--- src/rtl/vga_board_pkg.sv ---
// Shared definitions for the board mark renderer: cell-state codes and active video limits.
package vga_board_pkg;

    typedef enum logic [1:0] {
        EMPTY  = 2'b00,
        MARK_X = 2'b01,
        MARK_O = 2'b10
    } cell_state_e;

    localparam int unsigned H_ACTIVE = 640;
    localparam int unsigned V_ACTIVE = 480;

endpackage

--- src/rtl/vga_mark_shape.sv ---
// Combinational X / O shape test on absolute offsets from a cell centre.
module vga_mark_shape #(
    parameter int RAD_X  = 70,
    parameter int RAD_Y  = 70,
    parameter int RAD_D  = 100,
    parameter int STROKE = 20
) (
    input  logic [10:0] ax,
    input  logic [10:0] ay,
    output logic        is_x_shape,
    output logic        is_o_shape
);

    int   x, y, diff;
    logic box, inner;

    always_comb begin
        x    = int'(ax);
        y    = int'(ay);
        diff = (x >= y) ? x - y : y - x;
        // Octagon: box clipped by an |dx|+|dy| chamfer; the O is the outer minus the inner.
        box   = (x <= RAD_X) && (y <= RAD_Y) && (x + y <= RAD_D);
        inner = (x <= RAD_X - STROKE) && (y <= RAD_Y - STROKE) && (x + y <= RAD_D - STROKE);
        is_o_shape = box && !inner;
        is_x_shape = box && (diff <= STROKE / 2);
    end

endmodule

--- src/rtl/vga_board_marks.sv ---
// Two-stage pixel pipeline rendering X/O marks for a whole board, with a grow-in
// animation on the most recently placed mark and blinking of the winning cells.
module vga_board_marks
    import vga_board_pkg::*;
#(
    parameter int unsigned ROWS         = 3,
    parameter int unsigned COLS         = 3,
    parameter int unsigned ORG_X        = 40,
    parameter int unsigned ORG_Y        = 0,
    parameter int unsigned CELL_W       = 200,
    parameter int unsigned CELL_H       = 160,
    parameter int unsigned STROKE       = 20,
    parameter int unsigned RAD_X        = 70,
    parameter int unsigned RAD_Y        = 70,
    parameter int unsigned RAD_D        = 100,
    parameter int unsigned GROW_STEPS   = 8,
    parameter int unsigned BLINK_FRAMES = 30
) (
    input  logic                     clk,
    input  logic                     rst,
    input  logic [10:0]              hc,
    input  logic [10:0]              vc,
    input  logic                     blank,
    input  logic                     frame_start,
    input  logic [2*ROWS*COLS-1:0]   cell_state,
    input  logic [ROWS*COLS-1:0]     win_mask,
    input  logic                     place_stb,
    input  logic [3:0]               place_idx,
    output logic                     fig_x,
    output logic                     fig_o,
    output logic                     anim_busy
);

    localparam int unsigned NCells = ROWS * COLS;
    localparam int unsigned ScaleW = $clog2(GROW_STEPS + 1);
    localparam int unsigned BlinkW = (BLINK_FRAMES > 1) ? $clog2(BLINK_FRAMES) : 1;

    logic [3:0]        col, row_base, idx_d, idx_q;
    logic [10:0]       cx, cy, ax_d, ax_q, ay_d, ay_q;
    logic              in_board_d, in_board_q, blank_q;

    logic [3:0]        anim_idx_d, anim_idx_q;
    logic [ScaleW-1:0] scale_d, scale_q;
    logic              anim_busy_d, anim_busy_q;
    logic [10:0]       clip_x_d, clip_x_q, clip_y_d, clip_y_q;
    logic [BlinkW-1:0] blink_cnt_d, blink_cnt_q;
    logic              blink_phase_d, blink_phase_q;

    logic              shape_x, shape_o, clipped, visible, show;
    logic [1:0]        cs;
    logic [NCells-1:0] win_sh;
    logic              fig_x_d, fig_x_q, fig_o_d, fig_o_q;

    // S1: the last boundary passed in each axis selects the cell and its centre.
    always_comb begin
        col = '0;
        cx  = 11'(ORG_X + CELL_W / 2);
        for (int c = 1; c < COLS; c++) begin
            if (hc >= 11'(ORG_X + c * CELL_W)) begin
                col = 4'(c);
                cx  = 11'(ORG_X + c * CELL_W + CELL_W / 2);
            end
        end
        row_base = '0;
        cy       = 11'(ORG_Y + CELL_H / 2);
        for (int r = 1; r < ROWS; r++) begin
            if (vc >= 11'(ORG_Y + r * CELL_H)) begin
                row_base = 4'(r * COLS);
                cy       = 11'(ORG_Y + r * CELL_H + CELL_H / 2);
            end
        end
        // Offset compare in 12 bits: coordinates left of/above the origin wrap high.
        in_board_d = (({1'b0, hc} - 12'(ORG_X)) < 12'(COLS * CELL_W)) &&
                     (({1'b0, vc} - 12'(ORG_Y)) < 12'(ROWS * CELL_H)) &&
                     (hc < 11'(H_ACTIVE)) && (vc < 11'(V_ACTIVE));
        idx_d = row_base + col;
        ax_d  = (hc >= cx) ? hc - cx : cx - hc;
        ay_d  = (vc >= cy) ? vc - cy : cy - vc;
    end

    // Grow-in and blink state; clip radii only move on frame_start.
    always_comb begin
        anim_idx_d    = anim_idx_q;
        scale_d       = scale_q;
        anim_busy_d   = anim_busy_q;
        clip_x_d      = clip_x_q;
        clip_y_d      = clip_y_q;
        blink_cnt_d   = blink_cnt_q;
        blink_phase_d = blink_phase_q;

        if (frame_start && (scale_q < ScaleW'(GROW_STEPS))) begin
            scale_d = scale_q + ScaleW'(1);
            if (scale_d == ScaleW'(GROW_STEPS)) anim_busy_d = 1'b0;
        end
        if (place_stb && ({1'b0, place_idx} < 5'(NCells))) begin
            anim_idx_d  = place_idx;
            scale_d     = ScaleW'(1);
            anim_busy_d = (GROW_STEPS > 1);
        end
        if (frame_start) begin
            for (int s = 0; s <= GROW_STEPS; s++) begin
                if (scale_d == ScaleW'(s)) begin
                    clip_x_d = 11'((RAD_X * s) / GROW_STEPS);
                    clip_y_d = 11'((RAD_Y * s) / GROW_STEPS);
                end
            end
        end

        if (win_mask == '0) begin
            blink_cnt_d   = '0;
            blink_phase_d = 1'b0;
        end else if (frame_start) begin
            if (blink_cnt_q == BlinkW'(BLINK_FRAMES - 1)) begin
                blink_cnt_d   = '0;
                blink_phase_d = !blink_phase_q;
            end else begin
                blink_cnt_d = blink_cnt_q + BlinkW'(1);
            end
        end
    end

    vga_mark_shape #(
        .RAD_X (RAD_X),
        .RAD_Y (RAD_Y),
        .RAD_D (RAD_D),
        .STROKE(STROKE)
    ) u_shape (
        .ax        (ax_q),
        .ay        (ay_q),
        .is_x_shape(shape_x),
        .is_o_shape(shape_o)
    );

    // S2: shape, cell contents and visibility gating.
    always_comb begin
        cs      = 2'(cell_state >> {idx_q, 1'b0});
        win_sh  = win_mask >> idx_q;
        clipped = (idx_q == anim_idx_q) && anim_busy_q &&
                  ((ax_q > clip_x_q) || (ay_q > clip_y_q));
        visible = !(win_sh[0] && blink_phase_q) && !clipped;
        show    = in_board_q && !blank_q && visible;
        fig_x_d = show && shape_x && (cs == MARK_X);
        fig_o_d = show && shape_o && (cs == MARK_O);
    end

    always_ff @(posedge clk or posedge rst) begin
        if (rst) begin
            idx_q         <= '0;
            ax_q          <= '0;
            ay_q          <= '0;
            in_board_q    <= 1'b0;
            blank_q       <= 1'b1;
            anim_idx_q    <= '0;
            scale_q       <= ScaleW'(GROW_STEPS);
            anim_busy_q   <= 1'b0;
            clip_x_q      <= 11'(RAD_X);
            clip_y_q      <= 11'(RAD_Y);
            blink_cnt_q   <= '0;
            blink_phase_q <= 1'b0;
            fig_x_q       <= 1'b0;
            fig_o_q       <= 1'b0;
        end else begin
            idx_q         <= idx_d;
            ax_q          <= ax_d;
            ay_q          <= ay_d;
            in_board_q    <= in_board_d;
            blank_q       <= blank;
            anim_idx_q    <= anim_idx_d;
            scale_q       <= scale_d;
            anim_busy_q   <= anim_busy_d;
            clip_x_q      <= clip_x_d;
            clip_y_q      <= clip_y_d;
            blink_cnt_q   <= blink_cnt_d;
            blink_phase_q <= blink_phase_d;
            fig_x_q       <= fig_x_d;
            fig_o_q       <= fig_o_d;
        end
    end

    assign fig_x     = fig_x_q;
    assign fig_o     = fig_o_q;
    assign anim_busy = anim_busy_q;

endmodule

--- config.mk ---
export PLATFORM = sky130hd
export DESIGN_NAME = vga_board_marks
export DESIGN_NICKNAME = d
export VERILOG_FILES = /design/src/rtl/vga_board_pkg.sv /design/src/rtl/vga_mark_shape.sv /design/src/rtl/vga_board_marks.sv
export SDC_FILE = /design/constraint.sdc
export NUM_CORES = 1
export LEC_CHECK = 0
export ABC_AREA = 1
export CAP_MARGIN = 10
export CORE_ASPECT_RATIO = 0.6
export CORE_MARGIN = 2
export CORE_UTILIZATION = 35
export DETAILED_ROUTE_END_ITERATION = 8
export PLACE_DENSITY_LB_ADDON = 0.12
export SLEW_MARGIN = 20
export SYNTH_ARGS = -nofsm -noshare
export SYNTH_HDL_FRONTEND = slang
export SYNTH_HIERARCHICAL = 1
export SYNTH_SLANG_ARGS = --single-unit
--- constraint.sdc ---
create_clock -name clk -period 3.9 [get_ports clk]
set_input_delay 0.975 -clock clk [delete_from_list [all_inputs] [get_ports clk]]
set_output_delay 0.975 -clock clk [all_outputs]
set_load 0.03 [all_outputs]
# [Word-level counts from Yosys, hierarchy flattened]
# Cells that the tools add are included.
[totals] regBits=56 input_bits=58 elab_cells=129
[classes] add_sub_neg=11 order_cmp=22 n_eq_ne=13 shift=2 n_mux=31 reduce_logical=37
[ops] operator="2-to-1 mux 11 bit" count=13
[ops] operator="<= comparator 32 x 8 -> 1 bit, second input constant" count=2
[ops] operator="subtractor 11 bit" count=4
[ops] operator="greater-or-equal comparator 11 bit" count=3
[ops] operator="<= comparator 32 x 5 -> 1 bit, second input constant" count=1
[ops] operator="2-to-1 mux 32 bit" count=1
[ops] operator="subtractor 11 x 11 -> 12 bit" count=2
[ops] operator="greater-or-equal comparator 11 x 8 -> 1 bit, second input constant" count=2
[ops] operator="greater-or-equal comparator 11 x 9 -> 1 bit, second input constant" count=2
[ops] operator="> comparator 11 bit" count=2
[ops] operator="<= comparator 11 x 6 -> 1 bit, second input constant" count=2
[ops] operator="<= comparator 11 x 7 -> 1 bit, second input constant" count=2
[ops] operator="less-than comparator 11 x 9 -> 1 bit, second input constant" count=2
[ops] operator="logical AND 1 bit" count=21
[ops] operator="right shift 18 x 5 -> 2 bit" count=1
[ops] operator="equality test 4 x 3 -> 1 bit, second input constant" count=4
[ops] operator="2-to-1 mux 4 bit" count=4
[ops] operator="2-to-1 mux 5 bit" count=3
[ops] operator="adder 11 x 11 -> 12 bit" count=1
[ops] operator="less-than comparator 12 x 10 -> 1 bit, second input constant" count=1
[ops] operator="subtractor 11 x 6 -> 12 bit, second input constant" count=1
[ops] operator="less-than comparator 11 x 10 -> 1 bit, second input constant" count=1
[ops] operator="zero test 9 bit" count=1
[ops] operator="2-to-1 mux 9 bit" count=1
[ops] operator="21 further kinds" count=39

# [Longest topological paths before layout]
# Gate-level depths: netlist of run 1.
[depth] word_depth=14 depth_mapped=22 mapped_depth_nobuf=21

# [Hierarchy]
# Netlist of run 1, hierarchy kept.
[by_module_without_submodules] mod="vga_board_marks" instances=1 cells_each=623 area_per_inst_um2=4470.5
[by_module_without_submodules] mod="vga_mark_shape" instances=1 cells_each=449 area_per_inst_um2=2337.2

# [Worst setup path before layout of run 1]
# Ideal clock, no wire load.
[synth_timing] path_kind="in2reg" start="input hc[3]" end="register ax_q[8]" setup_ps=118 arrival_time_ps=3068 required_time_ps=3782 slack_ps=715 cell_stages=14 path_buffers=0 path_cell_list="ha_1 > a21oi_1 > o31ai_2 > nor2_1 > inv_1 > ha_1 > ha_1 > a21boi_0 > o21ai_1 > nand2_1 > nand2_1 > xor2_1 > nand2_1 > nand2_1"
[synth_via] elab_chain_cells=5
[synth_rtl] element="start, declared" line_no="vga_board_marks.sv:21" rtl="input logic [10:0] hc,"
[synth_rtl] element="greater-or-equal comparator 11 x 8 -> 1 bit" line_no="vga_board_marks.sv:59" rtl="if (hc >= 11'(ORG_X + c * CELL_W)) begin"
[synth_rtl] element="2-to-1 mux 9 bit" line_no="vga_board_marks.sv:59"
[synth_rtl] element="2-to-1 mux 11 bit" line_no="vga_board_marks.sv:59"
[synth_rtl] element="subtractor 11 bit or greater-or-equal comparator 11 bit (tied branches)" line_no="vga_board_marks.sv:77" rtl="ax_d = (hc >= cx) ? hc - cx : cx - hc;"
[synth_rtl] element="2-to-1 mux 11 bit (*)" line_no="vga_board_marks.sv:77"
[synth_rtl] element="via ax_d[8]" line_no="vga_board_marks.sv:39" rtl="logic [10:0] cx, cy, ax_d, ax_q, ay_d, ay_q;"
[synth_rtl] element="end signal, assigned" line_no="vga_board_marks.sv:149" rtl="ax_q <= '0;"
[synth_rtl] element="end signal, assigned" line_no="vga_board_marks.sv:164" rtl="ax_q <= ax_d;"
[synth_rtl] element="end, declared" line_no="vga_board_marks.sv:39"
# Mark *: on every way through the listed nets, which the timed path passes. The rest lies on a longest branch.
# A chain may end at the register's enable or synchronous reset.

# [Worst setup path in the final report of run 1]
[layout_timing] start="input vc[9]" end="register ay_q[3]"
[layout_via] elab_chain_cells=5
[layout_rtl] element="start, declared" line_no="vga_board_marks.sv:22" rtl="input logic [10:0] vc,"
[layout_rtl] element="greater-or-equal comparator 11 x 8 -> 1 bit" line_no="vga_board_marks.sv:67" rtl="if (vc >= 11'(ORG_Y + r * CELL_H)) begin"
[layout_rtl] element="2-to-1 mux 8 bit" line_no="vga_board_marks.sv:67"
[layout_rtl] element="2-to-1 mux 11 bit" line_no="vga_board_marks.sv:67"
[layout_rtl] element="greater-or-equal comparator 11 bit" line_no="vga_board_marks.sv:78" rtl="ay_d = (vc >= cy) ? vc - cy : cy - vc;"
[layout_rtl] element="2-to-1 mux 11 bit (*)" line_no="vga_board_marks.sv:78"
[layout_rtl] element="via ay_d[3]" line_no="vga_board_marks.sv:39"
[layout_rtl] element="end signal, assigned" line_no="vga_board_marks.sv:165" rtl="ay_q <= ay_d;"
[layout_rtl] element="end, declared" line_no="vga_board_marks.sv:39"
# Marks and branches as above.

==> flow_metrics.tcl, run 1 <==
set metrics [dict create \
    outcome "completed" \
    core-area_um2 19030 \
    ff_latch_count_synth 52 \
    cp_data_required_time_ps 4090 \
    worst_path_dominant_cell_family "simple AND/OR/NAND/NOR gates" \
    drive_above_1_share 0.07440 \
    dpl_cell_area_um2 7620 \
    ir_drop_mv 0.1795 \
    syn_area_um2 6808 \
    synth-seq-area-share 0.1921 \
    fin_hold_ws_ps 469.5 \
    detailedRoute.firstIterationViolations 572 \
    first_global_vias 5881 \
    final_core_util 0.4084 \
    first_pass_iters 6 \
    criticalPathCategory "in -> reg" \
    post_cts_buffers 0 \
    detail-route-antenna-nets 0 \
    pre_cts_ws_ps 161.7 \
    cts_max_path_buffers 2 \
    vias 6634 \
    grt_pass1_wl_um 32370 \
    groute.usage.overall 0.1975 \
    portBuffers 60 \
    path_common_cell "sky130_fd_sc_hd__nand2_1" \
    cpPeakStageDelay_ps 440 \
    wl_per_cell_um 14.58 \
    rsz0062_at_grt "no" \
    gpl.final_weighted_congestion 0.8896 \
    cp-end-kind "flip-flop" \
    timing.max_slew.rel_slack 0.6005 \
    min_path_type "reg -> reg" \
    lkg_pwr_nw 4.161 \
    design.final.nets 1270 \
    syn_area_per_cell_um2 6.351 \
    clockRootBuffer "sky130_fd_sc_hd__clkbuf_16" \
    r2r_start "ax_q[2]" \
    floorplan.io_pins 61 \
    maxClockFrequency_ghz 0.2904 \
    cts_max_level 2 \
    grt_overflow 0 \
    synth_edf_count 0 \
    slowest_stage "sky130_fd_sc_hd__clkdlybuf4s50_1" \
    antenna_cells_inserted 0 \
    postSynth.asyncResetShare 1.000 \
    finalHoldViolCount 0 \
    worst_skew_pair.late_latency_ps 300 \
    worst_ep_arrival_time_ps 3630 \
    fp-row-count 39 \
    report.final.slew_viol_count 0 \
    p_per_area_nw_per_um2 435.5 \
    tritoncts_clock_tree "done" \
    cts_made_buffers 5 \
    timing.critical_path.cells "clkdlybuf4s50_1 > inv_1 > nand2_1 > inv_1 > nand2_1 > nor2_1 > nor2_1 > ha_1 > ha_1 > inv_1 > nor2_1 > nand4_1 > nand3_2 > inv_2 > nand2_1 > nand2_1 > nand2_1" \
    timing.final.ws_setup_ps 456.7 \
    areaGrowthSynthToFinish_pct 14.17 \
    post-dp-hpwl_um 17040 \
    finalInstanceArea_um2 7772 \
    worst_setup_path_start "vc[9]" \
    wirelength_um 20040 \
    post-route-min-period_ps 3443 \
    timing_worst_slew_pin_value_ps 598.3 \
    largest_net_degree_at_the_start_of_global_routing 25 \
    die_height_um 112.0 \
    cts_hold_buf 0 \
    yosys_warnings 6 \
    worstPathBufferInverterCount 5 \
    synth.lib_cells_used.distinct 52 \
    via_per_inst 4.825 \
    final.period_utilization 0.8829 \
    cts.clk_slew.worst_paths_ps 80 \
    post_cts.resized_instances 0 \
    synth.net_count 1214 \
    timing.final.setup_violations 0 \
    postSynth.topFlopCell "sky130_fd_sc_hd__dfrtp_1" \
    maxCapViolations 0 \
    die_area_um2 20620 \
    floorplan.initialDensity 0.3577 \
    hold_start "blink_phase_q" \
    number_of_standard_cells_after_synthesis 1072 \
    die_width_um 184.1 \
    tritoncts_num_sinks 52 \
    drt_drc_violations_left 0 \
    start_kind "input pin" \
    tns_ps 0 \
    fin_skew_ps 9.946 \
    path_max_fanout 12 \
    antenna_found_initial 0 \
]
[stage by stage]
| step | total power [mW] | instances |
|---|---|---|
| 2_1_floorplan | 2.378 | 1072 |
| 3_3_place_gp | 2.902 | 1367 |
| 3_5_place_dp | 2.893 | 1367 |
| 4_1_cts | 3.372 | 1375 |
| 5_1_grt | 3.738 | 1375 |
| 6_report | 3.385 | 1375 |
[synth_stat cells, drive strengths merged, types with 6 or more instances]
cell	count	area [um^2]
buf	24	193.9
inv	178	670.6
fa	6	120.1
dfrtp	47	1176
xor2	33	296.5
o21ai	46	252.7
a21oi	41	227.7
ha	78	975.9
o21bai	6	48.80
nand2	369	1425
nand4	17	106.4
nor3	6	35.03
nand3	79	415.4
xnor2	10	95.10
nor2	96	390.4
[per-layer routing]
metal / part of all wire / vias to the layer above / global-route usage
li1: - / 3471 / -
met1: 0.60 / 3005 / 0.3606
met2: 0.34 / 153 / 0.2259
met3: 0.057 / 5 / 0.03894
met4: 0.0023 / 0 / 0.01120
met5: 0 / - / 0
[final timing paths]
path / end / slack [ps] / cells after the start
max: ay_q[3] / 460 / 17
min: blink_phase_q / 470 / 1
max reg2reg: fig_x / 550 / 18
min reg2reg: blink_phase_q / 470 / 1
max in group asynchronous: ay_q[8] / 2160 / 3
min in group asynchronous: scale_q[1] / 1050 / 2
[area by class of cell]
| cell class | instances | area (um^2) |
|---|---|---|
| clock buffer | 5 | 125.1 |
| sequential | 52 | 1308 |
| multi-input combinational | 818 | 4636 |
| inverter | 178 | 670.6 |
| tap | 246 | 307.8 |
| fill | 2054 | 11260 |
| clock inverter | 3 | 27.53 |
| timing repair buffer | 73 | 698.2 |
[registers in the layout (all words and copies together) (netlist names)]
name	count
blink_phase_q	1
scale_q	4
ax_q	11
idx_q	4
blink_cnt_q	5
fig_o	1
fig_x	1
blank_q	1
in_board_q	1
ay_q	11
anim_busy	1
clip_y_q	7
anim_idx_q	4
[cells by family after synthesis]
group,count (synthesis),synth area share
AO/OA/AOI/OAI,117,0.1061
flip-flops,52,0.1921
buffers and inverters,202,0.1270
AND/OR/NAND/NOR,574,0.3564
adder cells (fa/ha/maj),84,0.1610
XOR/XNOR,43,0.05753
[power by group]
| group | leakage [nW] | internal [mW] | total [mW] | switching [mW] |
|---|---|---|---|---|
| clock | 0.0719 | 0.244 | 0.467 | 0.223 |
| sequential | 0.622 | 0.663 | 0.815 | 0.152 |
| combinational | 3.47 | 0.743 | 2.10 | 1.36 |
[cells in the final DEF (no fill, tap or decap), drive strengths merged]
| master | synthesis | layout |
|---|---|---|
| nor3 | 6 | 6 |
| o21a | 2 | 2 |
| inv | 178 | 179 |
| o21ai | 46 | 46 |
| clkinv | 0 | 1 |
| a31oi | 3 | 3 |
| or2 | 2 | 2 |
| clkdlybuf4s50 | 0 | 60 |
| clkinvlp | 0 | 1 |
| nand2 | 369 | 369 |
| a21oi | 41 | 41 |
| o211ai | 4 | 4 |
| nor3b | 1 | 1 |
| o31ai | 2 | 2 |
| clkbuf | 0 | 5 |
| nor4 | 4 | 4 |
| o2111ai | 3 | 3 |
| xnor2 | 10 | 10 |
| ha | 78 | 78 |
| nor2 | 96 | 96 |
| nand4 | 17 | 17 |
| fa | 6 | 6 |
| a21boi | 3 | 3 |
| a221oi | 1 | 1 |
| xor2 | 33 | 33 |
| dfrtp | 47 | 47 |
| a21o | 1 | 1 |
| buf | 24 | 13 |
| o21bai | 6 | 6 |
| o221ai | 2 | 2 |
| dfstp | 5 | 5 |
| o32ai | 1 | 1 |
| a311oi | 2 | 2 |
| nand3 | 79 | 79 |
(Power assumes the default switching activity.)
==> inputs of run 2 (changes only) <==
--- a/config.mk
+++ b/config.mk
@@ -7,7 +7,6 @@
 export LEC_CHECK = 0
 export ABC_AREA = 1
 export CAP_MARGIN = 10
-export CORE_ASPECT_RATIO = 0.6
 export CORE_MARGIN = 2
 export CORE_UTILIZATION = 35
 export DETAILED_ROUTE_END_ITERATION = 8
==> run 2 against run 1 <==
  * First-iteration DRC count decreased by 26%
  * Flip-flop and latch count unchanged
  * Final area is 0.50% higher
  * Clock skew increased by 2.3 ps
  * Via count fell by 2.2%
  * Wire length fell by 7.2%
  * Die area is 0.18% lower
  * Worst hold slack better by 17 ps
  * Sequential share of layout area is 0.084 points lower
  * Clock power increased by 6.9%
  * Count of clock-buffer cells in the layout is 1 higher
  * Critical path type unchanged
  * Fmax shrank 1.2%
==> flow_metrics.tcl, run 2 (synthesis gave the netlist of run 1 again) <==
set metrics [dict create \
    fin_hold_ws_ps 486.2 \
    cts_made_buffers 5 \
    grt_pass1_wl_um 30350 \
    post_cts_buffers 0 \
    via_per_inst 4.656 \
    report.final.slew_viol_count 0 \
    layout.cells.most_common_list "357 x sky130_fd_sc_hd__nand2_1, 161 x sky130_fd_sc_hd__inv_1, 88 x sky130_fd_sc_hd__nor2_1, 78 x sky130_fd_sc_hd__ha_1, 75 x sky130_fd_sc_hd__nand3_1" \
    r2r_start "ax_q[4]" \
    rsz0062_at_grt "no" \
    first_global_vias 6040 \
    post-route-min-period_ps 3486 \
    timing.final.setup_violations 0 \
    maxClockFrequency_ghz 0.2869 \
    worst_setup_path_start "hc[10]" \
    cts_max_level 2 \
    detailedRoute.firstIterationViolations 423 \
    p_per_area_nw_per_um2 431.8 \
    finalInstanceArea_um2 7811 \
    cp_data_required_time_ps 4060 \
    worst_ep_arrival_time_ps 3650 \
    die_width_um 143.5 \
    start_kind "input pin" \
    outcome "completed" \
    cts_max_path_buffers 2 \
    maxCapViolations 0 \
    drt_drc_violations_left 0 \
    antenna_cells_inserted 0 \
    wl_per_cell_um 13.34 \
    hold_start "clip_y_q[1]" \
    portBuffers 60 \
    largest_net_degree_at_the_start_of_global_routing 53 \
    timing.max_slew.rel_slack 0.5552 \
    fin_skew_ps 12.28 \
    floorplan.io_pins 61 \
    path_max_fanout 11 \
    ir_drop_mv 0.1783 \
    drive_above_1_share 0.07352 \
    finalHoldViolCount 0 \
    die_area_um2 20580 \
    worst_skew_pair.late_latency_ps 290 \
    first_pass_iters 5 \
    die_height_um 143.5 \
    grt_overflow 0 \
    cts.clk_slew.worst_paths_ps 70 \
    post-dp-hpwl_um 15480 \
    timing.hold.worst_endpoint "clip_y_q[1]" \
    antenna_found_initial 0 \
    wirelength_um 18600 \
    reg2reg_setup_slack_ps 860 \
    reg2regPathDepth 18 \
    clockRootBuffer "sky130_fd_sc_hd__clkbuf_16" \
    design.final.nets 1270 \
    cts_hold_buf 0 \
    cp-end-kind "flip-flop" \
    groute.usage.overall 0.1845 \
    floorplan.initialDensity 0.3533 \
    critical_path.reg2reg.endpoint "fig_x" \
    vias 6490 \
    fp-row-count 51 \
    core-area_um2 19270 \
    timing_worst_slew_pin_value_ps 667.2 \
    areaGrowthSynthToFinish_pct 14.74 \
    pre_cts_ws_ps 123.6 \
    final.period_utilization 0.8938 \
    gpl.final_weighted_congestion 0.8939 \
    tritoncts_num_sinks 52 \
    detail-route-antenna-nets 0 \
    tns_ps 0 \
    timing.final.ws_setup_ps 414.2 \
    tritoncts_clock_tree "done" \
    dpl_cell_area_um2 7644 \
    min_path_type "reg -> reg" \
    criticalPathCategory "in -> reg" \
    post_cts.resized_instances 0 \
    filler_cell_count 2130 \
    biggestRegsByFlops "ax_q x11, ay_q x11, clip_y_q x7" \
    min_delay_path_depth 2 \
    lkg_pwr_nw 4.171 \
    most_common_library_cell_in_the_layout_ignoring_fill_and_taps "sky130_fd_sc_hd__nand2_1" \
]
-- run 2: cell count changes in the layout (fill, tap and decap cells not counted), sizes merged --
| cell | change |
|---|---|
| clkinv | -1 |
| bufinv | +1 |
| clkinvlp | -1 |
| clkbuf | +1 |
-- run 2: worst max path at each step --
| stage | to | slack (ps) | cells after the start |
|---|---|---|---|
| 6_report | ax_q[4] | 410 | 18 |
| 5_1_grt | ax_q[10] | 80 | 18 |
| 4_1_cts | ax_q[4] | 410 | 18 |
| 3_5_place_dp | ax_q[4] | 120 | 18 |
| 3_3_place_gp | ax_q[8] | 170 | 18 |
| 2_1_floorplan | ax_q[8] | 710 | 14 |
-- run 2: critical path, cell delays in order --
cell	delay [ps]
sky130_fd_sc_hd__clkdlybuf4s50_1	490
sky130_fd_sc_hd__nor2_1	210
sky130_fd_sc_hd__nand2_1	120
sky130_fd_sc_hd__a31oi_1	200
sky130_fd_sc_hd__nor2_1	90
sky130_fd_sc_hd__buf_4	160
sky130_fd_sc_hd__ha_1	440
sky130_fd_sc_hd__nand2_2	140
sky130_fd_sc_hd__nor2_4	130
sky130_fd_sc_hd__inv_2	50
sky130_fd_sc_hd__nor2_4	80
sky130_fd_sc_hd__inv_2	40
sky130_fd_sc_hd__o21ai_2	110
sky130_fd_sc_hd__inv_2	50
sky130_fd_sc_hd__nand2_4	130
sky130_fd_sc_hd__inv_2	110
sky130_fd_sc_hd__nand2_1	70
sky130_fd_sc_hd__o21ai_1	60
-- run 2: routing by layer --
layer  share of wire  track usage
met5               0            0
met1            0.50       0.2681
met2            0.45       0.2952
met4           0.020      0.04696
met3           0.030      0.01500
-- run 2: cell type report --
type | count | area [um^2] | share of cell area
Clock buffer | 6 | 128.9 | 0.01650
Multi-Input combinational cell | 818 | 4636 | 0.5935
Sequential cell | 52 | 1308 | 0.1674
Tap cell | 265 | 331.6 | 0.04245
Clock inverter | 2 | 38.79 | 0.004966
Timing Repair Buffer | 73 | 698.2 | 0.08938
Inverter | 178 | 670.6 | 0.08586
-- run 2: metrics by stage --
step,total power [mW],utilization,cells
detailed placement,2.871,0.3966,1386
floorplan,2.378,-,1072
global route,3.736,0.4053,1394
global placement,2.869,0.3966,1386
CTS,3.380,0.4053,1394
finish,3.373,0.4053,1394
-- run 2: report_power, final --
group,internal (mW),switching (mW)
sequential,0.664,0.142
clock,0.305,0.193
combinational,0.744,1.32
